## config.mk

```make
export PLATFORM = sky130hd
export DESIGN_NAME = jellyvl_etherneco_rx_deframer
export DESIGN_NICKNAME = d
export VERILOG_FILES = /design/src/rtl/jellyvl_etherneco_rx_deframer.sv
export SDC_FILE = /design/constraint.sdc
export NUM_CORES = 1
export LEC_CHECK = 0
export ABC_AREA = 1
export BUFFER_PORTS_ARGS = -buffer_cell sky130_fd_sc_hd__buf_4
export CAP_MARGIN = 10
export CORE_AREA = 5 5 118 120
export DETAILED_ROUTE_END_ITERATION = 8
export DIE_AREA = 0 0 123 125
export PLACE_DENSITY = 0.69
export SYNTH_ARGS = -nofsm -noshare
export SYNTH_HDL_FRONTEND = slang
export SYNTH_SLANG_ARGS = --single-unit
export TNS_END_PERCENT = 100
```

## constraint.sdc

```tcl
create_clock -name clk -period 2.4 [get_ports clk]
set_clock_uncertainty 0.1 [all_clocks]
set_input_delay 0 -clock clk [delete_from_list [all_inputs] [get_ports clk]]
set_output_delay 0 -clock clk [all_outputs]
set_load 0.05 [all_outputs]
```

## src/rtl/jellyvl_etherneco_rx_deframer.sv

```systemverilog
// EtherNeco ring port receive deframer.
// Strips preamble/SFD (and optionally the FCS), checks CRC32, reports per-frame status.
module jellyvl_etherneco_rx_deframer #(
  parameter int PREAMBLE_MIN = 1,
  parameter bit STRIP_FCS    = 1'b1,
  parameter int LEN_WIDTH    = 16
) (
  input  logic                 clk,
  input  logic                 reset,
  input  logic [7:0]           s_gmii_rxd,
  input  logic                 s_gmii_rx_dv,
  input  logic                 s_gmii_rx_er,
  output logic                 m_rx_first,
  output logic                 m_rx_last,
  output logic [7:0]           m_rx_data,
  output logic                 m_rx_valid,
  output logic                 m_frame_end,
  output logic                 m_frame_crc_error,
  output logic                 m_frame_phy_error,
  output logic                 m_frame_short,
  output logic [LEN_WIDTH-1:0] m_frame_length
);

  localparam int          DELAY       = STRIP_FCS ? 5 : 1;
  localparam logic [2:0]  PRE_MIN     = 3'(PREAMBLE_MIN);
  localparam logic [2:0]  DELAY_N     = 3'(DELAY);
  localparam logic [31:0] CRC_POLY    = 32'hEDB88320;
  localparam logic [31:0] CRC_RESIDUE = 32'hDEBB20E3;

  typedef enum logic [1:0] {
    WAIT_IDLE,
    IDLE,
    PREAMBLE,
    BODY
  } state_t;

  state_t               state;
  state_t               state_next;
  logic [2:0]           pre_cnt;
  logic [7:0]           dline [DELAY];
  logic [2:0]           held;
  logic                 ovf;
  logic                 phy_err;
  logic [31:0]          crc;
  logic [LEN_WIDTH-1:0] len_cnt;

  logic                 full;
  logic                 body_beat;
  logic                 end_beat;
  logic                 frame_end;
  logic [LEN_WIDTH-1:0] len_inc;

  function automatic logic [31:0] crc_step(
    input logic [31:0] c,
    input logic [7:0]  d
  );
    logic [31:0] r;
    r = c ^ {24'd0, d};
    for (int i = 0; i < 8; i++) begin
      r = r[0] ? ((r >> 1) ^ CRC_POLY) : (r >> 1);
    end
    return r;
  endfunction

  always_comb begin
    state_next = state;
    unique case (state)
      WAIT_IDLE: begin
        if (!s_gmii_rx_dv) state_next = IDLE;
      end
      IDLE: begin
        if (s_gmii_rx_dv) begin
          state_next = (s_gmii_rxd == 8'h55) ? PREAMBLE : WAIT_IDLE;
        end
      end
      PREAMBLE: begin
        if (!s_gmii_rx_dv) begin
          state_next = IDLE;
        end else if (s_gmii_rx_er) begin
          state_next = WAIT_IDLE;
        end else if (s_gmii_rxd == 8'h55) begin
          state_next = PREAMBLE;
        end else if (s_gmii_rxd == 8'hD5 && pre_cnt >= PRE_MIN) begin
          state_next = BODY;
        end else begin
          state_next = WAIT_IDLE;
        end
      end
      BODY: begin
        if (!s_gmii_rx_dv) state_next = IDLE;
      end
      default: state_next = WAIT_IDLE;
    endcase
  end

  always_ff @(posedge clk or negedge reset) begin
    if (!reset) state <= WAIT_IDLE;
    else        state <= state_next;
  end

  // With FCS stripping, an end beat exists only once the line has overflowed;
  // otherwise the held byte is itself the final payload byte.
  assign full      = (held == DELAY_N);
  assign body_beat = (state == BODY) && s_gmii_rx_dv && full;
  assign frame_end = (state == BODY) && !s_gmii_rx_dv;
  assign end_beat  = frame_end && (STRIP_FCS ? ovf : full);
  assign len_inc   = (&len_cnt) ? len_cnt : len_cnt + LEN_WIDTH'(1);

  always_ff @(posedge clk or negedge reset) begin
    if (!reset) begin
      pre_cnt           <= 3'd0;
      held              <= 3'd0;
      ovf               <= 1'b0;
      phy_err           <= 1'b0;
      crc               <= 32'hFFFFFFFF;
      len_cnt           <= '0;
      for (int i = 0; i < DELAY; i++) dline[i] <= 8'd0;
      m_rx_first        <= 1'b0;
      m_rx_last         <= 1'b0;
      m_rx_data         <= 8'd0;
      m_rx_valid        <= 1'b0;
      m_frame_end       <= 1'b0;
      m_frame_crc_error <= 1'b0;
      m_frame_phy_error <= 1'b0;
      m_frame_short     <= 1'b0;
      m_frame_length    <= '0;
    end else begin
      m_rx_valid        <= body_beat | end_beat;
      m_rx_first        <= (body_beat | end_beat) & ~ovf;
      m_rx_last         <= end_beat;
      if (body_beat | end_beat) m_rx_data <= dline[DELAY-1];

      m_frame_end       <= frame_end;
      m_frame_crc_error <= frame_end && (crc != CRC_RESIDUE);
      m_frame_phy_error <= frame_end && phy_err;
      m_frame_short     <= frame_end && !end_beat;
      m_frame_length    <= !frame_end ? '0 :
                           end_beat   ? len_inc : len_cnt;

      if (state == IDLE) begin
        pre_cnt <= 3'd1;
      end else if (state == PREAMBLE && s_gmii_rxd == 8'h55 && pre_cnt != 3'd7) begin
        pre_cnt <= pre_cnt + 3'd1;
      end

      if (state == BODY && s_gmii_rx_dv) begin
        for (int i = DELAY - 1; i > 0; i--) dline[i] <= dline[i-1];
        dline[0] <= s_gmii_rxd;
        crc      <= crc_step(crc, s_gmii_rxd);
        phy_err  <= phy_err | s_gmii_rx_er;
        if (full) begin
          ovf     <= 1'b1;
          len_cnt <= len_inc;
        end else begin
          held <= held + 3'd1;
        end
      end

      if (frame_end) begin
        held    <= 3'd0;
        ovf     <= 1'b0;
        phy_err <= 1'b0;
        crc     <= 32'hFFFFFFFF;
        len_cnt <= '0;
        for (int i = 0; i < DELAY; i++) dline[i] <= 8'd0;
      end
    end
  end

endmodule

```

==> qor.yml, run 1 <==
final_layout:
  area_growth_pct: 18.0
  fillers: 1112
  n_antenna_cell: 0
  nets: 925
  drive_gt1_frac: 0.188
logic_synthesis:
  synthAdderAreaFrac: 0.0164
  synthTopCellsByCount: "227 x nand2_1, 129 x inv_1, 97 x dfrtp_1, 54 x o22ai_1, 45 x nand3_1"
  synth_top_family_by_area: "simple AND/OR/NAND/NOR gates"
  yosys.area_share.xor_xnor: 0.0608
  async_reset_ff_frac: 1.00
  synthSimpleGateAreaFrac: 0.243
  yosysSeqAreaShare: 0.476
  syn_inst: 845
  synthTopCellsByArea: "dfrtp_1 35%, nand2_1 12%, dfstp_2 12%"
  synth.cell_area_sq_um: 6870
  synthMuxAreaShare: 0
  synth_edf_count: 0
  ys.flop_type: "dfrtp_1"
  synth_cell_types: 42
  syn-num-nets: 866
  synth.most_common_cell: "nand2_1"
  yosysTopAreaCell: "dfrtp_1"
  netlist.area_leader.share: 0.353
  syn-mean-instance-area_sq_um: 8.13
  synth_compound_area_frac: 0.109
  ys_seq_elements: 129
  yosys_warnings: 0
clock_tree:
  cts_sinks: 129
  cts-root-buf: "clkbuf_16"
  cts-htree-levels: 4
  postCtsSetupBuffers: 0
  post_cts_resize_count: 0
  holdBufCountCts: 12
  clk_pin_slew_ns: 0.06
  cts_tree: "yes"
  cts_inserted_buffers: 17
  clk_latency_ns: 0.42
  cts_buffer_depth: 2
detailed_routing:
  drt-initial-drc-count: 440
  ant_nets: 0
  viasPerCell: 5.28
  drc_errors: 0
  wl_per_cell_um: 15.3
  dr.pass1.iters: 5
  routed_wl_um: 16700
  num_vias: 5773
setup_path:
  start_kind: "flop"
  crit_start: "crc[0]$_DFFE_PN1P_"
  regToRegEndpoint: "crc[29]$_DFFE_PN1P_"
  cp_max_fo: 12
  critPathArrivalTime_ns: 2.37
  cp-endpoint: "crc[29]$_DFFE_PN1P_"
  critical_path_class: "reg2reg"
  reg2reg_depth: 10
  r2r_start: "crc[0]$_DFFE_PN1P_"
  worstSetupEndpointType: "flop"
  ff2ff_setup_slack_ns: 0.29
  critical_path_required_ns: 2.66
run_status:
  outcome: "finished, final reports clean"
global_route:
  grt_pass1_vias: 5708
  grt_max_degree: 62
  antenna_found_initial: 0
  track_usage: 0.228
  grt_first_pass_wirelength_um: 28000
  grt_overflow: 0
floorplan:
  die_w_um: 123
  dieArea_sq_um: 15400
  fp.dieH_um: 125
  num_rows: 42
  core-area_sq_um: 12900
  pin_count: 43
  initial_core_util: 0.534
power:
  max-vdd-ir-drop_mv: 0.488
  power_switching_mw: 2.01
  power_frac_clock: 0.394
  seqPwrFrac: 0.391
  p_leak_nw: 4.18
  internal_power_mw: 4.79
  swShare: 0.295
  comb_power_share: 0.214
  power-per-cell-area_nw_per_um2: 839
sta:
  timing.fmax_ghz: 0.475
  setup_viol: 0
  fin_crit_sh: 0.878
  fin_tns_setup_ns: 0
  layout_setup_ws_ns: 0.294
  slew_headroom: 0.523
  worstMarginPinSlew_ns: 0.714
  final_hold_viol_count: 0
  fin_crit_ns: 2.11
  rsz0062_at_grt: "false"
  maxSlewViolCount: 0
  whs_ns: 0.0608
placement:
  port_buffers: 42
  dp_slack_ns: 0.336
  gp_congestion: 0.901
  dpl.hpwl_um: 11700
flow_run:
  cap_violations: 0
worst_hold_path:
  hp-class: "in2async"
[area by class of cell]
cell class	count	area, sq um	area share
clock buffers	21	450	0.0556
clock inverters	11	163	0.0201
inverters	140	528	0.0651
multi-input cells	552	2950	0.363
flip-flops and latches	129	3270	0.403
well taps	176	220	0.0272
repair buffers	64	533	0.0657
[power groups by stage]
| stage | Sequential [mW] | Clock, mW | Combinational (mW) |
|---|---|---|---|
| global route | 2.69 | 2.81 | 1.65 |
| detailed placement | 2.69 | 0 | 1.43 |
| finish | 2.66 | 2.68 | 1.46 |
| floorplan | 2.65 | 0 | 1.12 |
| global placement | 2.69 | 0 | 1.37 |
| CTS | 2.66 | 2.72 | 1.46 |
[worst min path at each step]
stage	start	end	slack, ns	depth (start not counted)
global placement	reset	dline[11]$_DFFE_PN0P_	-0.12	1
detailed placement	reset	dline[3]$_DFFE_PN0P_	-0.11	1
global route	reset	dline[35]$_DFFE_PN0P_	0.08	3
floorplan	reset	dline[0]$_DFFE_PN0P_	-0.40	0
CTS	reset	dline[19]$_DFFE_PN0P_	0.06	3
finish	reset	dline[11]$_DFFE_PN0P_	0.06	3
[flip-flops by register name, summed over array words and instances (netlist names)]
register           count
m_rx_data              8
m_frame_phy_error      1
m_rx_valid             1
m_frame_crc_error      1
m_frame_short          1
crc                   32
m_frame_length        16
m_rx_last              1
dline                 40
pre_cnt                3
ovf                    1
len_cnt               16
state                  2
m_rx_first             1
m_frame_end            1
held                   3
phy_err                1
[placed cells by master, fill, tap and decap left out, types with 9 or more instances in the layout]
| cell | count |
|---|---|
| a21oi_1 | 14 |
| buf_4 | 51 |
| clkbuf_16 | 17 |
| dfrtp_1 | 97 |
| dfstp_2 | 32 |
| dlygate4sd3_1 | 11 |
| inv_1 | 129 |
| inv_2 | 10 |
| nand2_1 | 227 |
| nand2_2 | 20 |
| nand3_1 | 45 |
| nand4_1 | 14 |
| nor2_1 | 27 |
| o21ai_0 | 43 |
| o21ai_1 | 10 |
| o22ai_1 | 54 |
| xnor2_1 | 9 |
| xor2_1 | 30 |
[worst max-delay path, stage by stage (launching register included)]
cell and delay [ns]:
dfstp_2 0.56, inv_1 0.07, nand2_1 0.05, nand2_1 0.35, nand2_2 0.21, nand2_4 0.13, nand2_4 0.11, nand2_4 0.09
o21ai_0 0.20, o22ai_1 0.10, inv_1 0.08
[metrics by stage]
step	utilization	total power [mW]	instances	cell area [sq um]
after floorplan	-	3.76	845	6870
after detailed placement	0.572	4.12	1049	7360
after global routing	0.630	7.15	1093	8110
after global placement	0.572	4.06	1049	7360
after CTS	0.630	6.84	1093	8110
final	0.630	6.80	1093	8110
[cell families after synthesis]
group | after synthesis
AOI/OAI and AO/OA | 130
xor gates and xnor gates | 43
adders and majority gates | 9
buffers and inverters | 164
DFF | 129
and+or+nand+nor | 370
[metal layers]
layer,up-vias,track usage,share of wire
met5,-,0,0
met2,142,0.361,0.48
met4,0,0.0951,0.025
li1,2813,-,-
met1,2786,0.308,0.45
met3,32,0.0429,0.042
(Power assumes the default switching activity.)
==> inputs of run 2 (changes only) <==
--- a/config.mk
+++ b/config.mk
@@ -8,9 +8,9 @@
 export ABC_AREA = 1
 export BUFFER_PORTS_ARGS = -buffer_cell sky130_fd_sc_hd__buf_4
 export CAP_MARGIN = 10
-export CORE_AREA = 5 5 118 120
+export CORE_AREA = 2 2 115 117
 export DETAILED_ROUTE_END_ITERATION = 8
-export DIE_AREA = 0 0 123 125
+export DIE_AREA = 0 0 117 119
 export PLACE_DENSITY = 0.69
 export SYNTH_ARGS = -nofsm -noshare
 export SYNTH_HDL_FRONTEND = slang
==> run 2 against run 1 <==
Critical endpoint is now m_frame_length[1]$_DFF_PN0_. Sequential power hardly changed. Highest routed layer unchanged. Routed wire length down 0.50%. Largest power group is now sequential cells. Via count is 0.68% lower.
==> qor.yml, run 2 (synthesis results as in run 1) <==
run_status:
  outcome: "finished, final reports clean"
setup_path:
  ff2ff_setup_slack_ns: 0.29
  worstSetupEndpointType: "flop"
  cp_top_family: "simple AND/OR/NAND/NOR gates"
  cp_slowest_cell: "dfrtp_1"
  path_depth: 8
  cp_max_fo: 12
  start_kind: "flop"
  cpMostUsedCell: "nand3_1"
  r2r_start: "len_cnt[0]$_DFFE_PN0P_"
  critical_path.max_stage_delay_ns: 0.42
  reg2reg_depth: 8
  critical_path_class: "reg2reg"
  critical_path_required_ns: 2.59
  path_buf_inv: 1
  regToRegEndpoint: "m_frame_length[1]$_DFF_PN0_"
  crit_chain: "ha_1 > nand3_1 > nor2_1 > nand3_1 > inv_1 > nand2_1 > o21ai_0 > o22ai_1"
  critPathArrivalTime_ns: 2.29
final_layout:
  regMostFlops: "dline"
  area_growth_pct: 17.9
  multi_input_area_sq_um: 2950
  largest_reg_flops: 40
  drive_gt1_frac: 0.195
  nets: 928
  reg_top3: "dline: 40 flops, crc: 32 flops"
  final_core_util: 0.629
  final_cell_mix: "227 x nand2_1, 129 x inv_1, 97 x dfrtp_1"
  mostFrequentLayoutCell: "nand2_1"
  regArea_sq_um: 3270
  n_antenna_cell: 0
  fillers: 1135
floorplan:
  core-area_sq_um: 12900
  die_w_um: 117
  dieArea_sq_um: 13900
  fp.dieH_um: 119
  pin_count: 43
  num_rows: 42
  initial_core_util: 0.534
global_route:
  use_met3: 0.0509
  grt_overflow: 0
  grt_first_pass_wirelength_um: 27800
  grt_pass1_vias: 5705
  use_met1: 0.350
  grt_max_degree: 62
  met2_usage: 0.410
  antenna_found_initial: 0
  track_usage: 0.259
  busiest_layer: "met2"
sta:
  timing.fmax_ghz: 0.475
  layout_setup_ws_ns: 0.294
  worstMarginPinSlew_ns: 0.739
  fin_tns_setup_ns: 0
  rsz0062_at_grt: "false"
  fin_crit_sh: 0.878
  final_hold_viol_count: 0
  fin_crit_ns: 2.11
  maxSlewViolCount: 0
  setup_viol: 0
  slew_headroom: 0.507
clock_tree:
  cts_buffer_depth: 2
  postCtsSetupBuffers: 0
  holdBufCountCts: 11
  cts-root-buf: "clkbuf_16"
  cts-htree-levels: 4
  post_cts_resize_count: 0
  clk_latency_ns: 0.42
  clk_pin_slew_ns: 0.06
  cts_sinks: 129
  cts_tree: "yes"
  cts_inserted_buffers: 17
power:
  p_leak_nw: 4.19
  power-per-cell-area_nw_per_um2: 825
  max-vdd-ir-drop_mv: 0.492
detailed_routing:
  dr.pass1.iters: 5
  ant_nets: 0
  wl_per_cell_um: 15.2
  routed_wl_um: 16600
  drt-initial-drc-count: 365
  drc_errors: 0
  num_vias: 5734
  viasPerCell: 5.23
worst_hold_path:
  hp-class: "in2async"
placement:
  gp_congestion: 0.908
  dp_slack_ns: 0.301
  dpl.hpwl_um: 11700
  port_buffers: 42
flow_run:
  cap_violations: 0
## run 2: how the worst max path moves through the flow
stage                                start                           to  slack (ns)
floorplan             state[0]$_DFFE_PN0P_     m_rx_data[0]$_DFFE_PN0N_        0.70
global placement    len_cnt[0]$_DFFE_PN0P_  m_frame_length[1]$_DFF_PN0_        0.36
detailed placement  len_cnt[0]$_DFFE_PN0P_  m_frame_length[1]$_DFF_PN0_        0.30
CTS                 len_cnt[0]$_DFFE_PN0P_  m_frame_length[1]$_DFF_PN0_        0.28
global route        len_cnt[0]$_DFFE_PN0P_  m_frame_length[1]$_DFF_PN0_        0.02
finish              len_cnt[0]$_DFFE_PN0P_  m_frame_length[1]$_DFF_PN0_        0.29
## run 2: worst register-to-register path, delay by kind of cell (launching register included)
| kind | cells | cell delay [ns] |
|---|---|---|
| buffers and inverters | 1 | 0.21 |
| AO/OA/AOI/OAI | 2 | 0.21 |
| AND/OR/NAND/NOR | 4 | 0.78 |
| adder cells (fa/ha/maj) | 1 | 0.25 |
| flip-flops | 1 | 0.42 |
## run 2: cell type report
class / instances / area share
repair buffers: 67 / 0.0670
multi-input cells: 552 / 0.364
flip-flops and latches: 129 / 0.404
well taps: 176 / 0.0272
inverters: 140 / 0.0652
clock buffers: 18 / 0.0542
clock inverters: 14 / 0.0192
## run 2: per-stage QoR
step | power (mW) | cell area [sq um] | hold WS (ns) | cells
floorplan | 3.76 | 6870 | -0.396 | 845
global placement | 4.07 | 7390 | -0.0273 | 1053
finish | 6.68 | 8100 | 0.0687 | 1096
detailed placement | 4.12 | 7390 | -0.0199 | 1053
CTS | 6.73 | 8100 | 0.0727 | 1096
global route | 7.05 | 8100 | 0.131 | 1096
## run 2: metal layers
metal	vias to the layer above	part of all wire
met5	-	0
met3	30	0.032
li1	2828	-
met2	110	0.48
met4	0	0.023
met1	2766	0.46
## run 2: report_power, final
| part | internal, mW | switching, mW |
|---|---|---|
| Combinational | 0.542 | 0.918 |
| Clock | 1.57 | 1.00 |
| Sequential | 2.49 | 0.161 |
==> inputs of run 3 (changes only) <==
--- a/config.mk
+++ b/config.mk
@@ -11,6 +11,7 @@
 export CORE_AREA = 2 2 115 117
 export DETAILED_ROUTE_END_ITERATION = 8
 export DIE_AREA = 0 0 117 119
+export GPL_TIMING_DRIVEN = 0
 export PLACE_DENSITY = 0.69
 export SYNTH_ARGS = -nofsm -noshare
 export SYNTH_HDL_FRONTEND = slang
==> run 3 against run 2 <==
The flow now finishes with violations (hold timing). Routed wire length is 0.82% higher. Critical path depth is 2 higher. Non-clock buffer count is 10 higher. Critical path type unchanged. Final cell count is 0.91% higher.
==> qor.yml, run 3 (synthesis results as in run 1) <==
detailed_routing:
  drt-initial-drc-count: 416
  ant_nets: 0
  route.met3.wl_um: 974
  drc_errors: 0
  dr.pass1.iters: 6
  wl_met2_um: 8300
  dr.max_layer_used: "met4"
  num_vias: 5865
  routed_wl_um: 16800
  wl_met1_um: 7070
  viasPerCell: 5.30
  wl_per_cell_um: 15.2
final_layout:
  mostFrequentLayoutCell: "nand2_1"
  nets: 938
  area_growth_pct: 19.1
  largest_reg_flops: 40
  final_core_util: 0.635
  n_antenna_cell: 0
  final_cell_mix: "227 x nand2_1, 129 x inv_1, 97 x dfrtp_1"
  drive_gt1_frac: 0.191
  regMostFlops: "dline"
  reg_top3: "dline: 40 flops, crc: 32 flops"
power:
  p_leak_nw: 4.22
  power-per-cell-area_nw_per_um2: 844
  max-vdd-ir-drop_mv: 0.546
setup_path:
  worstSetupEndpointType: "flop"
  critical_path_class: "reg2reg"
  reg2reg_depth: 10
  critical_path.max_stage_delay_ns: 0.41
  cpMostUsedCell: "inv_2"
  crit_chain: "ha_1 > buf_4 > inv_2 > nor2_4 > inv_2 > nor2_2 > nor2_2 > inv_2 > nand2_1 > nand2_1"
  cp_slowest_cell: "dfrtp_1"
  start_kind: "flop"
  critical_path_required_ns: 2.61
  ff2ff_setup_slack_ns: 0.32
  cp_max_fo: 10
  regToRegEndpoint: "m_rx_data[4]$_DFFE_PN0N_"
  critPathArrivalTime_ns: 2.29
  r2r_start: "state[0]$_DFFE_PN0P_"
sta:
  fin_tns_setup_ns: 0
  whs_ns: -0.000525
  slew_headroom: 0.568
  fin_crit_ns: 2.08
  rsz0062_at_grt: "false"
  fin_crit_sh: 0.868
  setup_viol: 0
  final_hold_viol_count: 1
  maxSlewViolCount: 0
  timing.fmax_ghz: 0.480
  worstMarginPinSlew_ns: 0.648
clock_tree:
  holdBufCountCts: 11
  cts_inserted_buffers: 17
  cts-htree-levels: 4
  cts-root-buf: "clkbuf_16"
  cts_sinks: 129
  postCtsSetupBuffers: 0
  clk_pin_slew_ns: 0.06
  clk_latency_ns: 0.42
  cts_tree: "yes"
  post_cts_resize_count: 0
  cts_buffer_depth: 2
placement:
  port_buffers: 41
  gp_congestion: 0.972
  dpl.hpwl_um: 11800
run_status:
  violations: "hold timing"
  outcome: "complete, but fails checks"
worst_hold_path:
  hp-class: "in2async"
global_route:
  grt_overflow: 0
  antenna_found_initial: 0
  grt_max_degree: 81
  grt_pass1_vias: 5723
  track_usage: 0.258
  grt_first_pass_wirelength_um: 27700
floorplan:
  fp.dieH_um: 119
  num_rows: 42
  core-area_sq_um: 12900
  die_w_um: 117
  pin_count: 43
  dieArea_sq_um: 13900
  initial_core_util: 0.534
flow_run:
  cap_violations: 0
-- run 3: report_power, final --
group	switching (mW)	internal, mW	total, mW
clock network	0.969	1.80	2.77
logic	0.922	0.554	1.48
registers	0.165	2.50	2.66
-- run 3: cell type report --
class	count	area, sq um
tap	176	220
clock buffer	20	457
buffer	24	130
timing repair buffer	53	449
sequential	129	3270
fill	1091	4700
clock inverter	12	183
inverter	140	528
multi-input combinational	552	2940
-- run 3: how the worst max path moves through the flow --
stage / cells after the start / slack [ns] / end / start
after CTS: 10 / 0.28 / m_rx_data[4]$_DFFE_PN0N_ / state[0]$_DFFE_PN0P_
after detailed placement: 10 / 0.30 / m_rx_data[1]$_DFFE_PN0N_ / state[0]$_DFFE_PN0P_
after global placement: 10 / 0.33 / m_rx_data[0]$_DFFE_PN0N_ / state[0]$_DFFE_PN0P_
after global routing: 10 / 0.15 / m_rx_data[4]$_DFFE_PN0N_ / state[0]$_DFFE_PN0P_
after floorplan: 10 / 0.70 / m_rx_data[0]$_DFFE_PN0N_ / state[0]$_DFFE_PN0P_
final: 10 / 0.32 / m_rx_data[4]$_DFFE_PN0N_ / state[0]$_DFFE_PN0P_
-- run 3: metal layers --
metal / up-vias / GRT usage
met5: - / 0
met2: 223 / 0.422
met1: 2757 / 0.332
met4: 0 / 0.0963
li1: 2849 / -
met3: 36 / 0.0595
-- run 3: critical path, delay by kind of cell, from the launching register on --
family                   cells  cell delay, ns
adder cells (fa/ha/maj)      1            0.21
buffers and inverters        4            0.59
flip-flops                   1            0.41
AND/OR/NAND/NOR              5            0.65
-- run 3: per-stage QoR --
step / power (mW) / setup WS (ns) / cells / cell area, sq um / hold slack (ns)
2_1_floorplan: 3.76 / 0.701 / 845 / 6870 / -0.396
3_3_place_gp: 4.05 / 0.330 / 1062 / 7400 / 0.202
3_5_place_dp: 4.12 / 0.300 / 1063 / 7430 / -0.124
4_1_cts: 6.91 / 0.278 / 1106 / 8180 / 0.0173
5_1_grt: 7.26 / 0.145 / 1106 / 8180 / 0.0191
6_report: 6.90 / 0.317 / 1106 / 8180 / -0.000525
